[src/rtl/sha256_pkg.sv]
// Shared types and constants for the SHA-256 block sequencer.
package sha256_pkg;

  localparam int unsigned BLOCK_BYTES = 64;
  localparam int unsigned LEN_POS     = 56;
  localparam logic [7:0]  PAD_BYTE    = 8'h80;

  // Byte positions within a block, sized to match the packer position counter.
  localparam logic [6:0] POS_LAST = 7'(BLOCK_BYTES - 1);
  localparam logic [6:0] POS_LEN  = 7'(LEN_POS);
  localparam logic [6:0] POS_FULL = 7'(BLOCK_BYTES);

  typedef enum logic [3:0] {
    IDLE,
    LOAD,
    PAD,
    ZERO,
    LEN_HI,
    LEN_LO,
    START,
    WAIT,
    DONE
  } seq_state_t;

  // Where the sequencer resumes once the core reports a block compressed.
  typedef enum logic [1:0] {
    RES_LOAD,
    RES_PAD,
    RES_ZERO,
    RES_DONE
  } resume_t;

  // Byte position of the next word boundary after the word holding pos.
  function automatic logic [6:0] next_word_pos(input logic [6:0] pos);
    return {pos[6:2], 2'b00} + 7'd4;
  endfunction

endpackage

[src/rtl/sha256_word_packer.sv]
// Packs bytes big-endian into 32-bit words and issues block-buffer writes.
// Tracks the byte position inside the current 64-byte block.
module sha256_word_packer
  import sha256_pkg::*;
(
  input  logic        clk,
  input  logic        reset_n,
  input  logic        clear,
  input  logic        byte_en,
  input  logic [7:0]  byte_data,
  input  logic        byte_flush,
  input  logic        word_en,
  input  logic [31:0] word_data,
  output logic [6:0]  pos,
  output logic        wr_en,
  output logic [3:0]  wr_idx,
  output logic [31:0] wr_data
);

  logic [31:0] acc;
  logic [31:0] merged;

  // Place the incoming byte into its lane; later lanes are still zero.
  always_comb begin
    merged = acc;
    case (pos[1:0])
      2'd0:    merged[31:24] = byte_data;
      2'd1:    merged[23:16] = byte_data;
      2'd2:    merged[15:8]  = byte_data;
      default: merged[7:0]   = byte_data;
    endcase
  end

  // Accumulate bytes, emit full or flushed words, and advance the position.
  always_ff @(posedge clk or negedge reset_n) begin
    if (!reset_n) begin
      pos     <= '0;
      acc     <= '0;
      wr_en   <= 1'b0;
      wr_idx  <= '0;
      wr_data <= '0;
    end else begin
      wr_en <= 1'b0;
      if (clear) begin
        pos <= '0;
        acc <= '0;
      end else if (word_en) begin
        wr_en   <= 1'b1;
        wr_idx  <= pos[5:2];
        wr_data <= word_data;
        pos     <= pos + 7'd4;
        acc     <= '0;
      end else if (byte_en) begin
        if (byte_flush || (pos[1:0] == 2'd3)) begin
          // A flush rounds the position up to the next word boundary.
          wr_en   <= 1'b1;
          wr_idx  <= pos[5:2];
          wr_data <= merged;
          acc     <= '0;
          pos     <= next_word_pos(pos);
        end else begin
          acc <= merged;
          pos <= pos + 7'd1;
        end
      end
    end
  end

endmodule

[src/rtl/sha256_block_sequencer.sv]
// Streams message bytes into a SHA-256 core's 16-word block buffer, applies
// the standard padding and 64-bit length trailer, and sequences the core
// block by block until the final block has been compressed.
module sha256_block_sequencer
  import sha256_pkg::*;
#(
  parameter int unsigned LEN_W = 29
) (
  input  logic        clk,
  input  logic        reset_n,
  input  logic        in_valid,
  input  logic [7:0]  in_data,
  input  logic        in_last,
  output logic        in_ready,
  output logic        wr_en,
  output logic [3:0]  wr_idx,
  output logic [31:0] wr_data,
  output logic        blk_start,
  output logic        blk_first,
  input  logic        core_busy,
  input  logic        core_done,
  output logic        msg_done,
  output logic        busy
);

  seq_state_t       state;
  resume_t          resume;
  logic             rdy_q;
  logic             first_q;
  logic [LEN_W-1:0] byte_cnt;
  logic [63:0]      bitlen;

  logic             accept;
  logic [6:0]       pos;
  logic [6:0]       pad_pos_next;
  logic [6:0]       zero_pos_next;

  logic             pk_clear;
  logic             pk_byte_en;
  logic [7:0]       pk_byte_data;
  logic             pk_flush;
  logic             pk_word_en;
  logic [31:0]      pk_word_data;

  // Byte acceptance handshake and message bit length.
  always_comb begin
    in_ready = rdy_q && ((state == IDLE) || (state == LOAD)) && !core_busy;
    accept   = in_valid && in_ready;
    bitlen   = '0;
    bitlen[LEN_W+2:0] = {byte_cnt, 3'b000};
    pad_pos_next  = next_word_pos(pos);
    zero_pos_next = pos + 7'd4;
  end

  // Steer accepted bytes, the pad byte and zero/length words into the packer.
  always_comb begin
    pk_clear     = ((state == WAIT) && core_done) || (state == DONE);
    pk_byte_en   = accept || ((state == PAD) && !core_busy);
    pk_byte_data = (state == PAD) ? PAD_BYTE : in_data;
    pk_flush     = (state == PAD);
    pk_word_en   = ((state == ZERO) || (state == LEN_HI) || (state == LEN_LO)) && !core_busy;
    pk_word_data = '0;
    if (state == LEN_HI) pk_word_data = bitlen[63:32];
    if (state == LEN_LO) pk_word_data = bitlen[31:0];
  end

  sha256_word_packer u_packer (
    .clk        (clk),
    .reset_n    (reset_n),
    .clear      (pk_clear),
    .byte_en    (pk_byte_en),
    .byte_data  (pk_byte_data),
    .byte_flush (pk_flush),
    .word_en    (pk_word_en),
    .word_data  (pk_word_data),
    .pos        (pos),
    .wr_en      (wr_en),
    .wr_idx     (wr_idx),
    .wr_data    (wr_data)
  );

  // Message sequencing FSM with registered control outputs.
  always_ff @(posedge clk or negedge reset_n) begin
    if (!reset_n) begin
      state     <= IDLE;
      resume    <= RES_LOAD;
      rdy_q     <= 1'b0;
      first_q   <= 1'b0;
      byte_cnt  <= '0;
      blk_start <= 1'b0;
      blk_first <= 1'b0;
      msg_done  <= 1'b0;
      busy      <= 1'b0;
    end else begin
      rdy_q     <= 1'b1;
      blk_start <= 1'b0;
      blk_first <= 1'b0;
      msg_done  <= 1'b0;
      case (state)
        IDLE: begin
          if (accept) begin
            byte_cnt <= LEN_W'(1);
            first_q  <= 1'b1;
            busy     <= 1'b1;
            state    <= in_last ? PAD : LOAD;
          end
        end
        LOAD: begin
          if (accept) begin
            byte_cnt <= byte_cnt + LEN_W'(1);
            if (pos == POS_LAST) begin
              // A final byte that fills the block defers padding to the next block.
              resume <= in_last ? RES_PAD : RES_LOAD;
              state  <= START;
            end else if (in_last) begin
              state <= PAD;
            end
          end
        end
        PAD: begin
          if (!core_busy) begin
            if (pad_pos_next == POS_LEN) begin
              state <= LEN_HI;
            end else if (pad_pos_next == POS_FULL) begin
              resume <= RES_ZERO;
              state  <= START;
            end else begin
              state <= ZERO;
            end
          end
        end
        ZERO: begin
          if (!core_busy) begin
            // Stop at the length words, or at block end when the pad overflowed.
            if (zero_pos_next == POS_LEN) begin
              state <= LEN_HI;
            end else if (zero_pos_next == POS_FULL) begin
              resume <= RES_ZERO;
              state  <= START;
            end
          end
        end
        LEN_HI: begin
          if (!core_busy) state <= LEN_LO;
        end
        LEN_LO: begin
          if (!core_busy) begin
            resume <= RES_DONE;
            state  <= START;
          end
        end
        START: begin
          if (!core_busy) begin
            blk_start <= 1'b1;
            blk_first <= first_q;
            first_q   <= 1'b0;
            state     <= WAIT;
          end
        end
        WAIT: begin
          if (core_done) begin
            case (resume)
              RES_LOAD: state <= LOAD;
              RES_PAD:  state <= PAD;
              RES_ZERO: state <= ZERO;
              RES_DONE: begin
                msg_done <= 1'b1;
                state    <= DONE;
              end
              default:  state <= IDLE;
            endcase
          end
        end
        DONE: begin
          busy  <= 1'b0;
          state <= IDLE;
        end
        default: state <= IDLE;
      endcase
    end
  end

endmodule

[config.mk]
export PLATFORM = sky130hd
export DESIGN_NAME = sha256_block_sequencer
export DESIGN_NICKNAME = d
export VERILOG_FILES = /design/src/rtl/sha256_pkg.sv /design/src/rtl/sha256_word_packer.sv /design/src/rtl/sha256_block_sequencer.sv
export SDC_FILE = /design/constraint.sdc
export NUM_CORES = 1
export LEC_CHECK = 0
export ABC_CLOCK_PERIOD_IN_PS = 2200
export CELL_PAD_IN_SITES_DETAIL_PLACEMENT = 0
export CELL_PAD_IN_SITES_GLOBAL_PLACEMENT = 2
export CORE_MARGIN = 5
export CORE_UTILIZATION = 30
export CTS_CLUSTER_SIZE = 25
export DETAILED_ROUTE_END_ITERATION = 8
export HOLD_SLACK_MARGIN = 0.06
export PLACE_DENSITY_LB_ADDON = 0.12
export SYNTH_ARGS = -nofsm -noshare
export SYNTH_HDL_FRONTEND = slang
export SYNTH_SLANG_ARGS = --single-unit
export TNS_END_PERCENT = 20
[constraint.sdc]
create_clock -name clk -period 2.2 [get_ports clk]
set_input_delay 0.55 -clock clk [delete_from_list [all_inputs] [get_ports clk]]
set_output_delay 0.55 -clock clk [all_outputs]
set_load 0.02 [all_outputs]
* Word level (Yosys, flattened, before mapping)
Cells that the tools add are included.
Cells by class: add/sub/neg operators 4, eq/ne operators 34, mux-type cells 66, bitwise logic cells 1, reductions and logical operators 30
Operator list (count):
- $mux W32 | 8
- $mux W4 | 15
- $mux W29 | 2
- $pmux W29 S2 | 1
- $mux W8 | 5
- $pmux W4 S8 | 1
- $add A29 B1 Y29 const B | 1
- $mux W7 | 4
- $ne A2 B2 Y1 const B | 11
- $eq A7 B6 Y1 const B | 3
- $mux W2 | 10
- $reduce_and A10 Y1 | 2
- $eq A4 B3 Y1 const B | 4
- $pmux W4 S4 | 1
- $add A7 B3 Y7 const B | 2
- $eq A7 B7 Y1 const B | 2
- $mux W1 | 14
- $reduce_bool A2 Y1 | 5
- $reduce_and A3 Y1 | 3
- $eq A2 B2 Y1 const B | 4
- $eq A4 B2 Y1 const B | 2
- $pmux W2 S4 | 1
- $add A7 B1 Y7 const B | 1
- $logic_and A1 B1 Y1 | 6
- other kinds (17) | 27
Storage, ports and cells: register bits 117, input port bits 14, output and inout port bits 42, word-level logic and storage cells 149

* Depth between registers and ports, before layout
depth in word-level cells 9, depth in mapped cells 9, gate-level depth less buffers 7

* By module
Synthesis repeated with hierarchy kept, for this count alone.
Unflattened totals: cell total of the unflattened synthesis 650, area, all modules 6454.9 um2
Modules (own cells, without submodules):
- sha256_word_packer | times used 1, cells an instance 343, area an instance 3748.6 um2
- sha256_block_sequencer | times used 1, cells an instance 307, area an instance 2706.3 um2

* Worst setup path before layout
Ideal clock, no wire load.
path kind register to register, start point reg state[1], end point reg state[2], data arrival time 1.997 ns, path slack 0.076 ns, cell stages (with the launch flop) 7, path through dfrtp_1 > buf_4 > or4b_2 > a311oi_1 > a211oi_1 > o21ai_2 > mux2_1
On the way: longest elaborated chain between the ends 7, elaborated cells between the ends (all ways) 24, those cells by class eq/ne: 17; mux: 1; reduce/logical: 6
RTL lines:
- start, declared | line sha256_block_sequencer.sv:26 | seq_state_t state;
- start signal, assigned | line sha256_block_sequencer.sv:105 | state <= in_last ? PAD : LOAD;
- $eq A4 B1 Y1 or $logic_not A4 Y1 (tied branches) | line sha256_block_sequencer.sv:47, sha256_block_sequencer.sv:99
- $logic_or A1 B1 Y1 | line sha256_block_sequencer.sv:47 | in_ready = rdy_q && ((state == IDLE) || (state == LOAD)) && !core_busy;
- $logic_and A1 B1 Y1 (2 in a row) | line sha256_block_sequencer.sv:47
- $logic_and A1 B1 Y1 | line sha256_block_sequencer.sv:48 | accept = in_valid && in_ready;
- $ne A2 B2 Y1 (no line)
- $reduce_and A10 Y1 (no line)
Parallel ways exist; a longest one is shown, timed or not. A chain may end at the register's enable or synchronous reset.

* Worst setup path after layout
start point reg state[2], end point reg u_packer.acc[8]
On the way: longest elaborated chain between the ends 7, elaborated cells between the ends (all ways) 27, those cells by class eq/ne: 7; mux: 6; reduce/logical: 14
RTL lines:
- $eq A4 B2 Y1 (tied with other cells) | line sha256_block_sequencer.sv:58, sha256_block_sequencer.sv:59, sha256_block_sequencer.sv:60
- $mux W8 or $logic_or A1 B1 Y1 (tied branches) | line sha256_block_sequencer.sv:59, sha256_block_sequencer.sv:47
- $mux W8 or $logic_and A1 B1 Y1 (tied branches) | line sha256_word_packer.sv:26, sha256_block_sequencer.sv:47
- $mux W32 or $logic_and A1 B1 Y1 (tied branches) | line sha256_word_packer.sv:54, sha256_block_sequencer.sv:47
- $mux W32 or $logic_and A1 B1 Y1 (tied branches) | line sha256_word_packer.sv:53, sha256_block_sequencer.sv:48
- $mux W32 or $logic_or A1 B1 Y1 (tied branches) | line sha256_word_packer.sv:47, sha256_block_sequencer.sv:58
- $mux W32 or $reduce_bool A3 Y1 (tied branches)
- end signal, assigned | line sha256_word_packer.sv:62 | acc <= merged;
- end, declared | line sha256_word_packer.sv:20 | logic [31:0] acc;
Parallel ways exist; a longest one is shown, timed or not. The select of a mux whose other input is x is not followed.

==> impl.org <==
** Critical path
- Crit. Startpoint :: state[2]
- The worst setup path is captured at a register.
- The worst setup path is of the register to register kind.
- Worst setup path endpoint :: u_packer.acc[8]
- Crit Reg-Reg Startpoint :: state[2]
- Crit path required time :: 2520 ps
- The setup check on the worst reg-to-reg path leaves a slack of 80 ps.
- For the worst setup path, the data arrival time is 2440 ps.
- Measured in cells, the most critical reg-to-reg path has a length of 8.
- Along the worst path, the maximum fanout reaches 29.
- Reg2reg end :: u_packer.acc[8]
- Setup crit start kind :: register

** Place
- After legalization and detailed placement, the total HPWL measured approximately 14 mm.
- In this run the cell area measured after placement is 7420 um2.
- RD Place Congestion :: 0.812
- Pre-CTS setup slack :: -496 ps
- PortBufs :: 55

** Timing
- Summed over all failing endpoints, the final setup total negative slack is 0 ps.
- Minimum period implied by the final worst setup slack :: 2120 ps
- Clock skew on the completed layout was measured at 8.71 ps.
- In the finished design, the share of the clock period the worst path needs comes to 0.963.
- Timing would allow up to 472 MHz.
- Max-slew violation total from the final report :: 0
- Final hold violation count :: 0
- Across all setup checks in the final design, the least slack found is roughly 82 ps.
- Setup repair after global routing could not meet its margin everywhere.
- Setup-failing EPs final :: 0

** Logic synthesis
- Of the post-synthesis cell area, the dominant cell type holds 0.484.
- Post-synth design cell area :: 6050 um2
- The number of nets handed over by synthesis was 712.
- After synthesis the netlist holds a flip-flop and latch count of 117.
- Async S/R FF share, synth :: 1.00
- Synthesis produced a netlist whose cell count is between 600 and 700.
- Distinct cells, synth :: 59
- Count of flip-flops with a built-in enable after synthesis :: 0
- Biggest area contributors in the synthesized netlist :: sky130_fd_sc_hd__dfrtp_1, sky130_fd_sc_hd__nand2_1, sky130_fd_sc_hd__o21ai_0, sky130_fd_sc_hd__nor2_1, sky130_fd_sc_hd__a31oi_1
- sky130_fd_sc_hd__dfrtp_1 takes more of the synthesized area than any other cell.
- Synth warn :: 0
- The share of the Yosys chip area taken by registers is 0.484.
- Most used flip-flop cell after synthesis :: sky130_fd_sc_hd__dfrtp_1
- Avg Synthesized Cell Area :: 8.81 um2

** Drt
- After detailed routing, the number of vias per cell comes to 4.97.
- Dividing the detail-routed wire length by the instance count gives 17.6 um.
- 1st-iter DRT viols :: 313
- Detailed routing inserted a total of around 5300 vias.
- Number of design rule violations left after detail routing :: 0
- After detailed routing, the total wire length is between 15 and 20 mm.
- Once detail routing completed, the nets flagged for antenna violations numbered 0.
- First-pass detailed-route iteration total :: 4

** Pwr
- Cell leakage power :: 0.00351 uW
- VDD sags by at most 0.000604 V.
- For this design the ratio of total power to cell area is around 1400 nW/um2.

** Floorplanning
- 56 I/O pins were placed.
- Width of the chip :: 152 um
- After floorplanning, the core was divided into 52 placement rows.
- Starting density of the core :: 0.302
- The floorplan step defined a die boundary enclosing 23100 um2.
- Core area :: roughly 20000 um2
- Height of the die :: 152 um

** Run status
- Result of the run :: finished clean

** Global route
- In the global route stage, met3 resource usage came out at 0.0356.
- Pin count of the biggest net entering global routing :: 44
- The initial antenna violation count is 0.
- Layer carrying the most global-route usage :: met1
- Overflow left after global routing :: 0
- First-pass GRT wire length :: 30.2 mm
- For this run, global-route usage on met2 was measured as 0.235.
- The number of global-route vias before repair was ~5200.
- In the global route stage, met1 resource usage came out at 0.250.
- In the global route stage, overall resource usage came out at 0.164.

** Clock network
- Clock tree root driver cell :: sky130_fd_sc_hd__clkbuf_16
- The H-tree was split into 4 levels.
- Clock tree from TritonCTS :: done
- For the worst-skew pair, the clock arrives at the later sink with an insertion delay of 410 ps.
- Clk buf depth :: 2
- Counting every sink on the clock net gives 117.
- CTS clock-pin slew for the worst setup and hold paths :: 60 ps
- Buffers inserted during clock tree synthesis total 17.

** Layout
- In the final layout, the share of cells above drive strength 1 is 0.168.
- Post-synthesis to final-layout area growth :: 34.5%
- Final #Nets :: 816
- The finished cells cover 8140 um2.
- The number of antenna diodes in the final layout is 0.

** Flow run
- Max-cap violations in this run came to 0.

** Min path
- Hold/Removal Path Class :: input port to async pin
[metrics by stage]
stage               hold WS, ps  std cells  power (uW)   util
detailed placement          455       1039        8420  0.370
finish                     69.9       1073       11400  0.406
floorplan                   254        687        6120      -
global route               90.7       1073       12100  0.406
global placement            451       1039        8390  0.370
CTS                        69.9       1070       11400  0.402
[power breakdown]
group          switching, uW  internal, uW  total (uW)
Combinational           2950          2210        5160
Sequential               448          2820        3260
Clock                   1000          1950        2950
[kinds of logic (layout without fill, tap and decap cells)]
kind of cell	after synthesis	after routing	share of synthesized area
flip-flops	117	117	0.484
AO/OA/AOI/OAI	180	180	0.179
other	1	1	0.000619
multiplexers	9	9	0.0155
XOR/XNOR	16	16	0.0231
AND/OR/NAND/NOR	274	274	0.223
adder cells (fa/ha/maj)	11	11	0.0227
buffers and inverters	79	195	0.0525
[cells in the final DEF, fill, tap and decap left out, types with 11 or more instances in the layout]
cell type and instances:
sky130_fd_sc_hd__dfrtp_1 114, sky130_fd_sc_hd__nand2_1 97, sky130_fd_sc_hd__buf_4 66, sky130_fd_sc_hd__nor2_1 57
sky130_fd_sc_hd__o21ai_0 54, sky130_fd_sc_hd__clkdlybuf4s50_1 51, sky130_fd_sc_hd__inv_1 35, sky130_fd_sc_hd__a31oi_1 34
sky130_fd_sc_hd__a21oi_1 31, sky130_fd_sc_hd__nand3_1 27, sky130_fd_sc_hd__o22ai_1 21, sky130_fd_sc_hd__clkbuf_16 17
sky130_fd_sc_hd__nor2b_1 13, sky130_fd_sc_hd__ha_1 11
[final cells by class]
cell class                      count  area [um2]
Sequential cell                   117        2930
Fill cell                        2064       11900
Multi-Input combinational cell    491        2910
Clock inverter                      9         151
Clock buffer                       22         464
Timing Repair Buffer              129        1220
Inverter                           35         131
Tap cell                          270         338
[registers in the layout (all words and copies together) (netlist names), 2 cells and up]
signal and count:
resume 2, u_packer.wr_idx 4, u_packer.wr_data 32, byte_cnt 29, u_packer.pos 7, state 4
u_packer.acc 32
[critical path: stages (launching register included)]
cell and delay [ps]:
sky130_fd_sc_hd__dfrtp_1 410, sky130_fd_sc_hd__buf_4 180, sky130_fd_sc_hd__buf_4 170, sky130_fd_sc_hd__nand2_1 100, sky130_fd_sc_hd__o211ai_1 120, sky130_fd_sc_hd__and2_1 190, sky130_fd_sc_hd__or4_4 430, sky130_fd_sc_hd__buf_12 190
sky130_fd_sc_hd__o31ai_1 230
[cell usage after synthesis (4+ instances only)]
master                     number
sky130_fd_sc_hd__and3_1        10
sky130_fd_sc_hd__a31oi_1       34
sky130_fd_sc_hd__mux2i_1        6
sky130_fd_sc_hd__a21boi_0       4
sky130_fd_sc_hd__inv_1         35
sky130_fd_sc_hd__nor4_1         4
sky130_fd_sc_hd__and4_1         6
sky130_fd_sc_hd__nor2_1        58
sky130_fd_sc_hd__o22ai_1       21
sky130_fd_sc_hd__xor2_1         7
sky130_fd_sc_hd__o31ai_1       12
sky130_fd_sc_hd__nand3_1       27
sky130_fd_sc_hd__and2_1         9
sky130_fd_sc_hd__nand4_1       10
sky130_fd_sc_hd__a21oi_1       31
sky130_fd_sc_hd__a211oi_1       5
sky130_fd_sc_hd__dfrtp_1      117
sky130_fd_sc_hd__o21ai_0       54
sky130_fd_sc_hd__or3_1         10
sky130_fd_sc_hd__or2_2          4
sky130_fd_sc_hd__nor2b_1       13
sky130_fd_sc_hd__xnor2_1        9
sky130_fd_sc_hd__ha_1          11
sky130_fd_sc_hd__nor3_1         7
sky130_fd_sc_hd__nand2_1       97
sky130_fd_sc_hd__buf_2          8
sky130_fd_sc_hd__buf_1          4
sky130_fd_sc_hd__clkbuf_1      30
sky130_fd_sc_hd__nand2b_1       5
[what timing repair did]
action	CTS	global route
endpoints found under the hold margin	0	0
pin swaps	0	3
hold buffers	0	0
setup endpoints to repair	21	36
setup buffers	0	3
resized for setup	10	11
[worst min path at each step]
| stage | from | endpoint | slack, ps | cells past startpoint |
|---|---|---|---|---|
| final | reset_n | state[2] | 70 | 1 |
| after floorplan | reset_n | blk_first | 250 | 0 |
| after global placement | u_packer.acc[10] | u_packer.acc[10] | 450 | 2 |
| after detailed placement | u_packer.wr_idx[0] | u_packer.wr_idx[0] | 450 | 2 |
| after global routing | reset_n | u_packer.pos[6] | 90 | 1 |
| after CTS | reset_n | u_packer.pos[2] | 70 | 1 |
[metal layers]
| layer | share of wire | wire [um] |
|---|---|---|
| met1 | 0.51 | 9730 |
| met2 | 0.43 | 8210 |
| met3 | 0.044 | 836 |
| met4 | 0.0075 | 142 |
| met5 | 0 | 0 |
Power figures use the tool's default switching activity.
